### src/rtl/dpram_arb_pkg.sv
`default_nettype none
// ============================================================================
// Module   : dpram_arb_pkg
// Purpose  : Shared types for the two-client dpram port arbiter.
// Revision : 1.0 - initial release
// ============================================================================
package dpram_arb_pkg;

    typedef logic owner_t;

    localparam owner_t c_OWNER0 = 1'b0;
    localparam owner_t c_OWNER1 = 1'b1;

    typedef enum logic [0:0] {
        ROUND_ROBIN = 1'b0,
        LOCKED      = 1'b1
    } arb_state_t;

    typedef struct packed {
        logic   valid;
        owner_t owner;
    } ret_stage_t;

endpackage
`default_nettype wire

### src/rtl/dpram_port_arb_if.sv
`default_nettype none
// ============================================================================
// Module   : dpram_port_arb_if
// Purpose  : Client-side request/grant/return bus of the dpram port arbiter.
//            Lock signals exist only when DPRAM_ARB_LOCK_EN is defined.
// Revision : 1.0 - initial release
// ============================================================================
interface dpram_port_arb_if #(
    parameter int ADDR_WIDTH = 10,
    parameter int DATA_WIDTH = 16
);
    logic                  req0, req1;
    logic                  we0, we1;
    logic [ADDR_WIDTH-1:0] addr0, addr1;
    logic [DATA_WIDTH-1:0] wdata0, wdata1;
    logic                  gnt0, gnt1;
    logic                  rvalid0, rvalid1;
    logic [DATA_WIDTH-1:0] rdata0, rdata1;
`ifdef DPRAM_ARB_LOCK_EN
    logic                  lock0, lock1;

    modport master (
        output req0, we0, addr0, wdata0, lock0,
        output req1, we1, addr1, wdata1, lock1,
        input  gnt0, gnt1, rvalid0, rvalid1, rdata0, rdata1
    );
    modport slave (
        input  req0, we0, addr0, wdata0, lock0,
        input  req1, we1, addr1, wdata1, lock1,
        output gnt0, gnt1, rvalid0, rvalid1, rdata0, rdata1
    );
`else
    modport master (
        output req0, we0, addr0, wdata0,
        output req1, we1, addr1, wdata1,
        input  gnt0, gnt1, rvalid0, rvalid1, rdata0, rdata1
    );
    modport slave (
        input  req0, we0, addr0, wdata0,
        input  req1, we1, addr1, wdata1,
        output gnt0, gnt1, rvalid0, rvalid1, rdata0, rdata1
    );
`endif
endinterface
`default_nettype wire

### src/rtl/dpram_arb_rr.sv
`default_nettype none
// ============================================================================
// Module   : dpram_arb_rr
// Purpose  : Two-way round-robin grant with the most-recent-winner pointer.
// Revision : 1.0 - initial release
// ============================================================================
module dpram_arb_rr
    import dpram_arb_pkg::*;
(
    input  wire  clk,
    input  wire  rst_n,
    input  wire  i_req0,
    input  wire  i_req1,
    output logic o_gnt0,
    output logic o_gnt1
);

    owner_t r_last;

    // On contention the requester that did not win last time goes first.
    always_comb begin
        o_gnt0 = i_req0 & (~i_req1 | (r_last == c_OWNER1));
        o_gnt1 = i_req1 & (~i_req0 | (r_last == c_OWNER0));
    end

    always_ff @(posedge clk or negedge rst_n) begin
        if (!rst_n) begin
            r_last <= c_OWNER1;
        end else if (o_gnt0) begin
            r_last <= c_OWNER0;
        end else if (o_gnt1) begin
            r_last <= c_OWNER1;
        end
    end

endmodule
`default_nettype wire

### src/rtl/dpram_port_arb.sv
`default_nettype none
// ============================================================================
// Module   : dpram_port_arb
// Purpose  : Shares one dpram port between two clients: round-robin grant,
//            registered issue stage and owner-tagged read return.
//            Optional burst lock enabled by DPRAM_ARB_LOCK_EN.
// Revision : 1.0 - initial release
// ============================================================================
module dpram_port_arb
    import dpram_arb_pkg::*;
#(
    parameter int ADDR_WIDTH = 10,
    parameter int DATA_WIDTH = 16,
    parameter int RD_LATENCY = 1
) (
    input  wire                   clk,
    input  wire                   rst_n,
    dpram_port_arb_if.slave       bus,
    output logic [ADDR_WIDTH-1:0] mem_addr,
    output logic [DATA_WIDTH-1:0] mem_wr_data,
    output logic                  mem_wr_en,
    input  wire  [DATA_WIDTH-1:0] mem_rd_data
);

    logic                  w_arb_req0, w_arb_req1;
    logic                  w_rr_gnt0, w_rr_gnt1;
    logic                  w_gnt0, w_gnt1, w_xfer, w_we;
    owner_t                w_owner;
    logic [ADDR_WIDTH-1:0] w_addr;
    logic [DATA_WIDTH-1:0] w_wdata;
    ret_stage_t            w_ret_out;

    ret_stage_t [RD_LATENCY:0] r_ret;
    logic                      r_rvalid0, r_rvalid1;
    logic [DATA_WIDTH-1:0]     r_rdata0, r_rdata1;

`ifdef DPRAM_ARB_LOCK_EN
    arb_state_t r_state, w_state_nxt;
    owner_t     r_lock_owner, w_lock_owner_nxt;
    logic       w_owner_lock;

    // While locked, the non-owner is hidden from the round-robin core.
    assign w_arb_req0 = bus.req0 & ~((r_state == LOCKED) && (r_lock_owner == c_OWNER1));
    assign w_arb_req1 = bus.req1 & ~((r_state == LOCKED) && (r_lock_owner == c_OWNER0));
    assign w_owner_lock = (w_owner == c_OWNER1) ? bus.lock1 : bus.lock0;

    always_ff @(posedge clk or negedge rst_n) begin
        if (!rst_n) begin
            r_state      <= ROUND_ROBIN;
            r_lock_owner <= c_OWNER0;
        end else begin
            r_state      <= w_state_nxt;
            r_lock_owner <= w_lock_owner_nxt;
        end
    end

    always_comb begin
        w_state_nxt      = r_state;
        w_lock_owner_nxt = r_lock_owner;
        if (w_xfer) begin
            if (w_owner_lock) begin
                w_state_nxt      = LOCKED;
                w_lock_owner_nxt = w_owner;
            end else begin
                w_state_nxt      = ROUND_ROBIN;
            end
        end
    end
`else
    assign w_arb_req0 = bus.req0;
    assign w_arb_req1 = bus.req1;
`endif

    dpram_arb_rr u_rr (
        .clk    (clk),
        .rst_n  (rst_n),
        .i_req0 (w_arb_req0),
        .i_req1 (w_arb_req1),
        .o_gnt0 (w_rr_gnt0),
        .o_gnt1 (w_rr_gnt1)
    );

    assign w_gnt0   = w_rr_gnt0 & rst_n;
    assign w_gnt1   = w_rr_gnt1 & rst_n;
    assign bus.gnt0 = w_gnt0;
    assign bus.gnt1 = w_gnt1;

    assign w_xfer  = w_gnt0 | w_gnt1;
    assign w_owner = w_gnt1 ? c_OWNER1 : c_OWNER0;
    assign w_addr  = w_gnt1 ? bus.addr1  : bus.addr0;
    assign w_wdata = w_gnt1 ? bus.wdata1 : bus.wdata0;
    assign w_we    = w_gnt1 ? bus.we1    : bus.we0;

    always_ff @(posedge clk or negedge rst_n) begin
        if (!rst_n) begin
            mem_addr    <= '0;
            mem_wr_data <= '0;
            mem_wr_en   <= 1'b0;
        end else if (w_xfer) begin
            mem_addr    <= w_addr;
            mem_wr_data <= w_wdata;
            mem_wr_en   <= w_we;
        end else begin
            mem_wr_en   <= 1'b0;
        end
    end

    // Stage k holds a read accepted k edges ago; the last stage lines up with RAM data.
    always_ff @(posedge clk or negedge rst_n) begin
        if (!rst_n) begin
            r_ret <= '0;
        end else begin
            r_ret[0] <= '{valid: w_xfer & ~w_we, owner: w_owner};
            for (int i = 1; i <= RD_LATENCY; i++) begin
                r_ret[i] <= r_ret[i-1];
            end
        end
    end

    assign w_ret_out = r_ret[RD_LATENCY];

    always_ff @(posedge clk or negedge rst_n) begin
        if (!rst_n) begin
            r_rvalid0 <= 1'b0;
            r_rvalid1 <= 1'b0;
            r_rdata0  <= '0;
            r_rdata1  <= '0;
        end else begin
            r_rvalid0 <= w_ret_out.valid & (w_ret_out.owner == c_OWNER0);
            r_rvalid1 <= w_ret_out.valid & (w_ret_out.owner == c_OWNER1);
            if (w_ret_out.valid && (w_ret_out.owner == c_OWNER0)) begin
                r_rdata0 <= mem_rd_data;
            end
            if (w_ret_out.valid && (w_ret_out.owner == c_OWNER1)) begin
                r_rdata1 <= mem_rd_data;
            end
        end
    end

    assign bus.rvalid0 = r_rvalid0;
    assign bus.rvalid1 = r_rvalid1;
    assign bus.rdata0  = r_rdata0;
    assign bus.rdata1  = r_rdata1;

endmodule
`default_nettype wire

### src/flat_wrapper.sv
// flat-port wrapper written by rule: the top's interface ports become plain ports
module dpram_port_arb_flat import dpram_arb_pkg::*;
#(
    parameter int ADDR_WIDTH = 10,
    parameter int DATA_WIDTH = 16,
    parameter int RD_LATENCY = 1
)
  (clk, rst_n, mem_addr, mem_wr_data, mem_wr_en, mem_rd_data, bus_req0, bus_we0, bus_addr0, bus_wdata0, bus_req1, bus_we1, bus_addr1, bus_wdata1, bus_gnt0, bus_gnt1, bus_rvalid0, bus_rvalid1, bus_rdata0, bus_rdata1);
  dpram_port_arb_if #(.ADDR_WIDTH(ADDR_WIDTH), .DATA_WIDTH(DATA_WIDTH)) bus_i ();
  input  wire clk;
  input  wire rst_n;
  output logic [ADDR_WIDTH-1:0] mem_addr;
  output logic [DATA_WIDTH-1:0] mem_wr_data;
  output logic mem_wr_en;
  input  wire  [DATA_WIDTH-1:0] mem_rd_data;
  input wire logic [$bits(bus_i.req0)-1:0] bus_req0;
  input wire logic [$bits(bus_i.we0)-1:0] bus_we0;
  input wire logic [$bits(bus_i.addr0)-1:0] bus_addr0;
  input wire logic [$bits(bus_i.wdata0)-1:0] bus_wdata0;
  input wire logic [$bits(bus_i.req1)-1:0] bus_req1;
  input wire logic [$bits(bus_i.we1)-1:0] bus_we1;
  input wire logic [$bits(bus_i.addr1)-1:0] bus_addr1;
  input wire logic [$bits(bus_i.wdata1)-1:0] bus_wdata1;
  output wire logic [$bits(bus_i.gnt0)-1:0] bus_gnt0;
  output wire logic [$bits(bus_i.gnt1)-1:0] bus_gnt1;
  output wire logic [$bits(bus_i.rvalid0)-1:0] bus_rvalid0;
  output wire logic [$bits(bus_i.rvalid1)-1:0] bus_rvalid1;
  output wire logic [$bits(bus_i.rdata0)-1:0] bus_rdata0;
  output wire logic [$bits(bus_i.rdata1)-1:0] bus_rdata1;
  assign bus_i.req0 = bus_req0;
  assign bus_i.we0 = bus_we0;
  assign bus_i.addr0 = bus_addr0;
  assign bus_i.wdata0 = bus_wdata0;
  assign bus_i.req1 = bus_req1;
  assign bus_i.we1 = bus_we1;
  assign bus_i.addr1 = bus_addr1;
  assign bus_i.wdata1 = bus_wdata1;
  assign bus_gnt0 = bus_i.gnt0;
  assign bus_gnt1 = bus_i.gnt1;
  assign bus_rvalid0 = bus_i.rvalid0;
  assign bus_rvalid1 = bus_i.rvalid1;
  assign bus_rdata0 = bus_i.rdata0;
  assign bus_rdata1 = bus_i.rdata1;
  dpram_port_arb #(.ADDR_WIDTH(ADDR_WIDTH), .DATA_WIDTH(DATA_WIDTH), .RD_LATENCY(RD_LATENCY)) u_core (.clk(clk), .rst_n(rst_n), .bus(bus_i), .mem_addr(mem_addr), .mem_wr_data(mem_wr_data), .mem_wr_en(mem_wr_en), .mem_rd_data(mem_rd_data));
endmodule
### config.mk
export PLATFORM = sky130hd
export DESIGN_NAME = dpram_port_arb_flat
export DESIGN_NICKNAME = d
export VERILOG_FILES = /design/src/rtl/dpram_arb_pkg.sv /design/src/rtl/dpram_port_arb_if.sv /design/src/rtl/dpram_arb_rr.sv /design/src/rtl/dpram_port_arb.sv /design/src/flat_wrapper.sv
export SDC_FILE = /design/constraint.sdc
export NUM_CORES = 1
export LEC_CHECK = 0
export CORE_MARGIN = 8
export CORE_UTILIZATION = 35
export DETAILED_ROUTE_END_ITERATION = 10
export PLACE_DENSITY_LB_ADDON = 0.12
export SYNTH_ARGS = -nofsm -noshare
export SYNTH_HDL_FRONTEND = slang
export SYNTH_SLANG_ARGS = --single-unit
export TNS_END_PERCENT = 1
### constraint.sdc
create_clock -name clk -period 3.1 [get_ports clk]
set_input_delay 0.465 -clock clk [delete_from_list [all_inputs] [get_ports clk]]
set_output_delay 0.465 -clock clk [all_outputs]
set_load 0.01 [all_outputs]
* Word-level counts from Yosys, hierarchy flattened
Cells that the tools add are included.
** Cells by class
- Add/sub/neg operators :: 0
- $mul :: 0
- Div/mod/pow operators :: 0
- Magnitude comparators :: 0
- Eq/ne operators :: 0
- Shift operators :: 0
- Muxes and demuxes :: 7
- Bitwise operators :: 15
- Reduce and logical (&&, ||, !) cells :: 3
** Operators by type and width (count)
- 16-bit 2-to-1 mux :: 1
- 10-bit 2-to-1 mux :: 1
- 1-bit bitwise AND :: 7
- 1-bit 2-to-1 mux :: 5
- 1-bit NOT :: 5
- 1-bit bitwise OR :: 3
- 1-bit logical AND :: 2
- 2-bit nonzero test :: 1
** Word-level totals
- Flip-flop bits (word level) :: 66
- Bits in latches :: 0
- RAM bits :: 0
- Bits in read-only memories :: 0
- Input bits :: 74
- Output and inout bits :: 63
- Word-level logic and storage cells :: 37
- Memories kept :: 0

* Longest topological paths before layout
Gate-level depths: netlist (run 1).
- Depth after elaboration :: 7
- Mapped depth :: 6
- Gate-level depth less buffers :: 3

* Cells and area by module
Synthesis (run 1) repeated with hierarchy kept, for this count alone.
** Unflattened totals
- Cells, all modules :: 234
- Area, all modules :: 2826.5 um^2
** Modules (own cells, without submodules)
- dpram_port_arb :: times used 1, cells each 228, area an instance 2772.7 um^2, sequential area each 1626.6 um^2
- dpram_arb_rr :: times used 1, cells each 6, area an instance 53.8 um^2, sequential area each 26.3 um^2

* Least setup slack after synthesis (run 1)
OpenSTA, ideal clock, no wires.
- Path type :: in2out
- From :: input bus_req0
- To :: output bus_gnt1
- Arrival :: 1.152 ns
- Required time :: 2.635 ns
- Path slack :: 1.483 ns
- Stages on the path :: 4
- Buffers on the path :: 2
- Cells stage by stage :: buf_6 a21bo_4 clkbuf_2 nor2_1
** On the way
- Word-level cells in the longest chain between the ends :: 4
** Ends and longest elaborated chain
- start, declared :: RTL line flat_wrapper.sv:16 : input wire logic [$bits(bus_i.req0)-1:0] bus_req0;
- 1-bit NOT :: RTL line dpram_arb_rr.sv:23 : o_gnt1 = i_req1 & (~i_req0 | (r_last == c_OWNER0));
- 1-bit bitwise OR :: RTL line dpram_arb_rr.sv:23
- 1-bit bitwise AND :: RTL line dpram_arb_rr.sv:23
- 1-bit bitwise AND :: RTL line dpram_port_arb.sv:84 : assign w_gnt1 = w_rr_gnt1 & rst_n;
- end, declared :: RTL line flat_wrapper.sv:25 : output wire logic [$bits(bus_i.gnt1)-1:0] bus_gnt1;
No other way between the ends.

* Final worst setup path (run 1)
Ends and elaborated chain as after synthesis.

==> results of run 1 <==
placed cells by master (no fill, tap or decap):
master             n
o21a_1             1
clkdlybuf4s50_1  135
nand2_1            2
a21oi_2            4
a21oi_1           51
mux2_2            32
o21ai_2            1
a21boi_4           1
a21bo_4            1
inv_6              1
inv_1              3
clkinvlp_4         1
clkbuf_8          10
inv_2              1
dfrtp_1           65
nand2b_1           1
nor2_1            28
nand3_1            1
o21ai_0           21
buf_4              5
bufinv_16          4
dfstp_2            1
and3_1             1
o21ai_1            6
cell usage after synthesis:
cell      instances  share of area [%]
buf_6             5                2.1
buf_2             4               0.73
a21oi_2           4                1.3
clkbuf_2          2               0.36
buf_4             2               0.55
o21ai_0          21                3.8
o21ai_1           6                1.1
nand3_1           1               0.18
clkbuf_1          2               0.27
and3_1            1               0.23
dfrtp_1          65                 59
mux2_2           32                 13
a21bo_4           1               0.59
o21a_1            1               0.27
a21boi_4          1               0.68
nor2_1           28                3.8
nand2b_1          1               0.23
a21oi_1          51                9.3
dfstp_2           1               0.96
inv_2             1               0.14
o21ai_2           1               0.32
nand2_1           2               0.27
inv_1             3               0.41
registers in the layout, summed over array words and instances (netlist names):
signal / cells
u_core.mem_wr_en: 1
u_core.mem_wr_data: 16
u_core.u_rr.r_last: 1
u_core.r_ret: 4
u_core.bus.rdata1: 16
u_core.bus.rvalid1: 1
u_core.mem_addr: 10
u_core.bus.rvalid0: 1
u_core.bus.rdata0: 16
metrics by stage:
stage / total power [mW] / area, um^2
6_report: 2.87 / 4430
5_1_grt: 3.02 / 4430
4_1_cts: 2.91 / 4430
3_5_place_dp: 1.93 / 4150
3_3_place_gp: 1.91 / 4150
2_1_floorplan: 1.42 / 2740
critical path: cells and delay by family:
| kind | cells | cell delay (ps) |
|---|---|---|
| buffers and inverters | 2 | 1120 |
| AND/OR/NAND/NOR | 1 | 140 |
| AO/OA/AOI/OAI | 1 | 380 |
worst min-delay path by stage:
stage | startpoint | to | slack, ps | cells after the start
after floorplan | rst_n | u_core.bus.rdata0[0]$_DFFE_PN0P_ | 170 | 0
after global placement | u_core.r_ret[1]$_DFF_PN0_ | u_core.r_ret[3]$_DFF_PN0_ | 340 | 0
after detailed placement | u_core.r_ret[1]$_DFF_PN0_ | u_core.r_ret[3]$_DFF_PN0_ | 340 | 0
after CTS | rst_n | u_core.mem_addr[2]$_DFFE_PN0P_ | 170 | 2
after global routing | rst_n | u_core.mem_addr[2]$_DFFE_PN0P_ | 190 | 2
final | rst_n | u_core.mem_wr_data[2]$_DFFE_PN0P_ | 170 | 2
metal layers:
layer / track usage [%] / vias to the layer above
met4: 6.00 / 0
met1: 17.6 / 1118
met5: 0 / -
li1: - / 1094
met3: 5.41 / 12
met2: 23.7 / 84
logic make-up after synthesis:
logic type,count (synthesis),synth area share [%]
and+or+nand+nor,33,4.74
DFF,66,60.2
AOI/OAI and AO/OA,86,17.4
muxes,32,13.1
buffers and inverters,19,4.51
final cells by class:
class,instances,share of cell area [%]
well taps,102,2.88
inverters,4,0.339
multi-input cells,151,21.9
flip-flops and latches,66,37.3
repair buffers,140,31.4
clock buffers,10,3.11
clock inverters,6,3.08
power groups by stage:
stage | Combinational [mW] | Sequential (mW) | Clock [mW]
final | 0.784 | 1.11 | 0.977
after global routing | 0.843 | 1.14 | 1.04
after CTS | 0.800 | 1.11 | 1.00
after detailed placement | 0.798 | 1.13 | 0
after global placement | 0.788 | 1.13 | 0
after floorplan | 0.222 | 1.20 | 0
==> impl_metrics.tcl, run 1 <==
set metrics [dict create \
    status "completed" \
    relSlewSlack_pct 43.8 \
    worst_slack_ps 524 \
    grt_pass1_wl_mm 13.1 \
    seq_power_share_pct 38.7 \
    start_util_pct 35.9 \
    cts_setup_buffers 0 \
    dp_slack_ps 515 \
    cts_tree "done" \
    track_usage_pct 14.8 \
    syn_inst 236 \
    fin_skew_ps 8.64 \
    finalHoldViolations 0 \
    ctsResizeCount 0 \
    fmax_mhz 388 \
    p_sw_share_pct 25.2 \
    routedWlPerCell_um 16.8 \
    multi_input_area_um2 967 \
    worstMarginPinSlew_ps 843 \
    switchingPower_mw 0.723 \
    ant_nets 0 \
    seqCellArea_um2 1650 \
    drive_gt1_share_pct 16.4 \
    rr_worst_depth 3 \
    synth_seq_cells 66 \
    hpwl_mm 5.72 \
    required_ps 2630 \
    cts_made_buffers 9 \
    critPathMaxStageDelay_ps 560 \
    clock_sinks 66 \
    fin_crit_ps 2580 \
    tns_ps 0 \
    drtPass1Iterations 7 \
    leakagePower_nw 1.81 \
    irDropWorstVdd_v 0.000229 \
    n_antenna_cell 0 \
    comb_power_share_pct 27.3 \
    place.gp.congestion 0.734 \
    startpoint_type "input pin" \
    fp.dieH_um 105 \
    syn_area_um2 2740 \
    pin_count 137 \
    wl_met3_um 614 \
    num_rows 32 \
    port_buffers 136 \
    die_area_um2 10900 \
    p_per_area_nw_per_um2 649 \
    grt_pass1_vias 2514 \
    fp.coreArea_um2 7650 \
    syn-num-nets 310 \
    drv_cap 0 \
    worstPathArrival_ps 2110 \
    drt_wl_total_mm 8.06 \
    p_int_mw 2.15 \
    synth_cell_types 23 \
    area_delta_synth_final_pct 61.3 \
    fin_nets 446 \
    path_class "input pin to output pin" \
    ff2ff_setup_slack_ps 1540 \
    period_share_pct 83.1 \
    crit_path_end "bus_gnt1" \
    synth.avg_cell_area_um2 11.6 \
    clk_pin_slew_ps 70 \
    drc 0 \
    final_cells 479 \
    yosysSeqAreaShare_pct 60.2 \
    drv_slew 0 \
    min_path_type "input pin to asynchronous set/reset pin" \
    antenna_found_initial 0 \
    timing.critical_path.to_type "output pin" \
    vias 2308 \
    p_clk_share_pct 34.0 \
    top_layer_used "met4" \
    cts_root_buf "clkbuf_8" \
    crit_path_frequent_cell "clkdlybuf4s50_1" \
    via_per_inst 4.82 \
    worstPathMaxFanout 28 \
    r2r-end "u_core.r_ret[1]$_DFF_PN0_" \
    fin_util_pct 57.9 \
    clockBufferDepth 2 \
    synth_warnings 0 \
    first_iter_violations 63 \
    wl_met2_mm 3.84 \
    path_cells "clkdlybuf4s50_1 -> a21bo_4 -> nor2_1 -> clkdlybuf4s50_1" \
    clk-insertion-delay-late_ps 340 \
    finalHoldWorstSlack_ps 175 \
    r2r-start "u_core.u_rr.r_last$_DFFE_PN1P_" \
    wl_met1_mm 3.48 \
    grt_max_degree 48 \
    fillers 656 \
    chipWidth_um 105 \
    cp_slowest_cell "clkdlybuf4s50_1" \
    postCtsHoldBufs 0 \
    htreeDepth 3 \
    worstSetupStartpoint "bus_req0" \
    finalSetupViolCount 0 \
    dp.cells 463 \
    rsz0062_at_grt "false" \
    grt_remaining_overflow 0 \
]
No activity file was read; power rests on OpenSTA's default activity.
==> run 2: changes to the inputs <==
==> constraint.sdc (replaced) <==
create_clock -name clk -period 2.1 [get_ports clk]
set_input_delay 0.315 -clock clk [delete_from_list [all_inputs] [get_ports clk]]
set_output_delay 0.315 -clock clk [all_outputs]
set_load 0.01 [all_outputs]
==> impl_metrics.tcl, run 2 (same netlist as run 1, synthesis figures left out) <==
set metrics [dict create \
    status "completed" \
    cts_tree "done" \
    finalHoldViolations 0 \
    grt_pass1_wl_mm 13.1 \
    critPathMaxStageDelay_ps 610 \
    fin_crit_ps 1980 \
    worstPathMaxFanout 5 \
    cts_root_buf "clkbuf_8" \
    grt_remaining_overflow 0 \
    drv_cap 0 \
    p_clk_share_pct 27.1 \
    grt_max_degree 57 \
    track_usage_pct 14.8 \
    worstPathArrival_ps 1670 \
    first_iter_violations 84 \
    cts_made_buffers 9 \
    irDropWorstVdd_v 0.000339 \
    min_path_type "input pin to asynchronous set/reset pin" \
    fmax_mhz 504 \
    fillers 679 \
    comb_power_share_pct 30.5 \
    clock_sinks 66 \
    seqCellArea_um2 1650 \
    cp_slowest_cell "dfstp_2" \
    timing.critical_path.to_type "output pin" \
    critical-path-top-delay-family "flip-flops" \
    fin_skew_ps 9.60 \
    die_area_um2 10900 \
    startpoint_type "flip-flop" \
    switchingPower_mw 1.06 \
    layout_common_cells "134 x clkdlybuf4s50_1, 65 x dfrtp_1, 51 x a21oi_1" \
    period_share_pct 94.4 \
    num_rows 32 \
    r2r-start "u_core.u_rr.r_last$_DFFE_PN1P_" \
    p_sw_share_pct 27.6 \
    fin_nets 457 \
    final_cells 490 \
    tns_ps 0 \
    p_per_area_nw_per_um2 869 \
    port_buffers 136 \
    vias 2324 \
    fp.dieH_um 105 \
    leakagePower_nw 1.85 \
    multi_input_area_um2 967 \
    path_buf_inv 2 \
    place.gp.congestion 0.722 \
    path_class "flip-flop to output pin" \
    seq_power_share_pct 42.4 \
    worstMarginPinSlew_ps 710 \
    drive_gt1_share_pct 18.0 \
    chipWidth_um 105 \
    antenna_found_initial 1 \
    area_delta_synth_final_pct 62.1 \
    n_antenna_cell 0 \
    drt_wl_total_mm 8.07 \
    clockBufferDepth 2 \
    hpwl_mm 5.78 \
    start_util_pct 35.9 \
    dp.cells 472 \
    rsz0062_at_grt "false" \
    drc 0 \
    final_common_cell "clkdlybuf4s50_1" \
    clk-insertion-delay-late_ps 330 \
    grt_pass1_vias 2469 \
    ant_nets 0 \
    drtPass1Iterations 4 \
    relSlewSlack_pct 52.7 \
    via_per_inst 4.74 \
    required_ps 1780 \
    worstSetupStartpoint "u_core.u_rr.r_last$_DFFE_PN1P_" \
    cts_setup_buffers 0 \
    drv_slew 0 \
    finalSetupViolCount 0 \
    routedWlPerCell_um 16.5 \
    p_int_mw 2.80 \
    pin_count 137 \
    fp.coreArea_um2 7650 \
    clk_pin_slew_ps 80 \
    path_cells "inv_1 -> a21oi_1 -> clkdlybuf4s50_1" \
    htreeDepth 3 \
]
## run 2: cell count changes in the layout (fill, tap and decap cells not counted)
cell | before | now
clkinv_4 | 0 | 2
bufinv_16 | 4 | 1
dlygate4sd3_1 | 0 | 2
clkinvlp_4 | 1 | 0
clkbuf_1 | 0 | 1
buf_4 | 5 | 13
clkinv_2 | 0 | 2
dlymetal6s2s_1 | 0 | 1
clkbuf_8 | 10 | 9
buf_12 | 0 | 1
clkdlybuf4s50_1 | 135 | 134
## run 2: power by group through the flow
stage / Sequential [mW] / Clock [mW] / Combinational [mW]
after global routing: 1.68 / 1.14 / 1.27
after floorplan: 1.78 / 0 / 0.327
after detailed placement: 1.67 / 0 / 1.20
final: 1.64 / 1.05 / 1.18
after CTS: 1.64 / 1.08 / 1.20
after global placement: 1.66 / 0 / 1.18
## run 2: routing by layer
| metal | track usage, % | part of all wire, % | routed length, um | vias to the layer above |
|---|---|---|---|---|
| li1 | - | - | - | 1118 |
| met1 | 17.7 | 42 | 3420 | 1105 |
| met2 | 23.4 | 47 | 3820 | 86 |
| met3 | 5.71 | 8.5 | 689 | 13 |
| met4 | 5.69 | 1.6 | 127 | 2 |
| met5 | 0 | 0.14 | 11 | - |
## run 2: final timing paths
| kind | to | slack, ps | cells past startpoint |
|---|---|---|---|
| setup / recovery | bus_gnt0 | 120 | 3 |
| hold / removal | u_core.mem_wr_data[10]$_DFFE_PN0P_ | 210 | 2 |
| setup reg to reg | u_core.r_ret[1]$_DFF_PN0_ | 610 | 4 |
| hold reg to reg | u_core.r_ret[3]$_DFF_PN0_ | 360 | 0 |
| max in group asynchronous | u_core.mem_wr_en$_DFF_PN0_ | 1240 | 2 |
| min in group clk | u_core.r_ret[0]$_DFF_PN0_ | 260 | 3 |
## run 2: stage by stage
stage | area (um^2) | hold WS (ps) | utilization [%] | worst slack, ps | power [mW]
detailed placement | 4230 | 189 | 55.3 | 58.1 | 2.86
global placement | 4230 | 184 | 55.3 | 62.1 | 2.84
CTS | 4450 | 238 | 58.1 | 57.9 | 3.92
floorplan | 2740 | 19.4 | - | 783 | 2.10
global route | 4450 | 278 | 58.2 | 65.7 | 4.08
finish | 4450 | 206 | 58.2 | 117 | 3.86
## run 2: area by class of cell
class	instances	share of cell area, %
inverters	4	0.338
clock inverters	6	1.49
well taps	102	2.87
repair buffers	151	33.5
multi-input cells	151	21.7
clock buffers	10	2.87
flip-flops and latches	66	37.2
## run 2: repair_timing
| action | 4_1_cts | 5_1_grt |
|---|---|---|
| endpoints found under the hold margin | 9 | 0 |
| setup endpoints to repair | 0 | 1 |
| resized for setup | 0 | 1 |
| hold buffers | 2 | 0 |
==> run 3: changes to the inputs <==
--- a/config.mk
+++ b/config.mk
@@ -5,6 +5,7 @@
 export SDC_FILE = /design/constraint.sdc
 export NUM_CORES = 1
 export LEC_CHECK = 0
+export CORE_ASPECT_RATIO = 0.6
 export CORE_MARGIN = 8
 export CORE_UTILIZATION = 35
 export DETAILED_ROUTE_END_ITERATION = 10
==> impl_metrics.tcl, run 3 (same netlist as run 1, synthesis figures left out) <==
set metrics [dict create \
    num_rows 25 \
    drt_wl_total_mm 8.45 \
    final_common_cell "clkdlybuf4s50_1" \
    clk_pin_slew_ps 60 \
    busiest_layer "met2" \
    fin_skew_ps 6.20 \
    fin_crit_ps 2000 \
    seqCellArea_um2 1650 \
    worstPathArrival_ps 1680 \
    area_delta_synth_final_pct 66.2 \
    period_share_pct 95.2 \
    cp_slowest_cell "clkdlybuf4s50_1" \
    tns_ps 0 \
    drv_slew 0 \
    die_area_um2 11000 \
    drv_cap 0 \
    vias 2318 \
    p_per_area_nw_per_um2 923 \
    fmax_mhz 500 \
    grt_remaining_overflow 0 \
    chipWidth_um 130 \
    htreeDepth 3 \
    rr_worst_depth 4 \
    critPathMaxStageDelay_ps 550 \
    met2_usage_pct 24.5 \
    first_iter_violations 100 \
    hpwl_mm 6.05 \
    drtPass1Iterations 6 \
    clock_sinks 66 \
    fin_nets 456 \
    cts_made_buffers 9 \
    cts_root_buf "clkbuf_16" \
    required_ps 1780 \
    use_met3_pct 6.20 \
    ant_nets 0 \
    routedWlPerCell_um 17.1 \
    layout_common_cells "134 x clkdlybuf4s50_1, 65 x dfrtp_1, 51 x a21oi_1" \
    n_antenna_cell 0 \
    grt_pass1_vias 2516 \
    path_class "input pin to output pin" \
    fp.dieH_um 84.6 \
    clk-insertion-delay-late_ps 320 \
    timing.critical_path.to_type "output pin" \
    drc 0 \
    port_buffers 136 \
    irDropWorstVdd_v 0.000514 \
    via_per_inst 4.68 \
    path_depth 5 \
    fp.coreArea_um2 7730 \
    place.gp.congestion 0.700 \
    pin_count 137 \
    leakagePower_nw 1.89 \
    finalHoldViolations 0 \
    grt_pass1_wl_mm 13.5 \
    start_util_pct 35.5 \
    relSlewSlack_pct 66.7 \
    finalSetupViolCount 0 \
    min_path_type "input pin to asynchronous set/reset pin" \
    path_buf_inv 3 \
    fillers 683 \
    cts_setup_buffers 0 \
    fin_util_pct 59.0 \
    crit_path_frequent_cell "clkdlybuf4s50_1" \
    clockBufferDepth 2 \
    multi_input_area_um2 967 \
    met1_usage_pct 19.5 \
    cts_tree "done" \
    startpoint_type "input pin" \
    worstPathMaxFanout 5 \
    grt_max_degree 40 \
    track_usage_pct 15.8 \
    rsz0062_at_grt "false" \
    path_cells "clkdlybuf4s50_1 -> buf_4 -> nand2_1 -> a21oi_1 -> clkdlybuf4s50_1" \
    critical-path-top-delay-family "buffers and inverters" \
    drive_gt1_share_pct 18.1 \
    status "completed" \
    antenna_found_initial 0 \
    worstMarginPinSlew_ps 499 \
]
==> run 3: metrics by stage <==
step / total power [mW] / hold WS (ps) / cell area, um^2 / std cells / setup WS, ps
2_1_floorplan: 2.10 / 19.4 / 2740 / 236 / 783
3_3_place_gp: 2.85 / 184 / 4260 / 477 / 13.0
3_5_place_dp: 2.88 / 184 / 4260 / 477 / 15.9
4_1_cts: 4.27 / 60.7 / 4560 / 495 / 8.38
5_1_grt: 4.44 / 83.1 / 4560 / 495 / 10.5
6_report: 4.21 / 71.7 / 4560 / 495 / 101
==> run 3: layout make-up <==
type                       instances  share of cell area (%)
timing repair buffer             150                    33.1
clock inverter                     6                   0.933
tap                              108                    2.96
multi-input combinational        151                    21.2
inverter                           4                   0.329
clock buffer                      10                    5.24
sequential                        66                    36.2
==> run 3: timing repair <==
item	in CTS	in global routing
endpoints found under the setup margin	0	1
gates resized for setup	0	1
endpoints found under the hold margin	7	0
hold buffers	2	0
==> run 3: path summary, 6_finish.rpt <==
| path | startpoint | to | slack, ps |
|---|---|---|---|
| hold reg to reg | u_core.r_ret[1]$_DFF_PN0_ | u_core.r_ret[3]$_DFF_PN0_ | 350 |
| setup reg to reg | u_core.u_rr.r_last$_DFFE_PN1P_ | u_core.r_ret[1]$_DFF_PN0_ | 580 |
| setup / recovery | bus_req0 | bus_gnt0 | 100 |
| max in group asynchronous | rst_n | u_core.mem_wr_data[11]$_DFFE_PN0P_ | 1270 |
| hold / removal | rst_n | u_core.mem_wr_en$_DFF_PN0_ | 70 |
| min in group clk | rst_n | u_core.r_ret[0]$_DFF_PN0_ | 300 |
==> run 3: routing by layer <==
layer	vias up	wire length [um]
met5	-	0
met4	0	98
met3	7	756
met2	77	3830
met1	1117	3770
li1	1117	-
==> run 3: power by group <==
group	total (mW)	leakage [nW]	switching, mW	internal (mW)
clock network	1.37	0.134	0.540	0.829
logic	1.19	0.991	0.460	0.733
registers	1.65	0.763	0.125	1.52
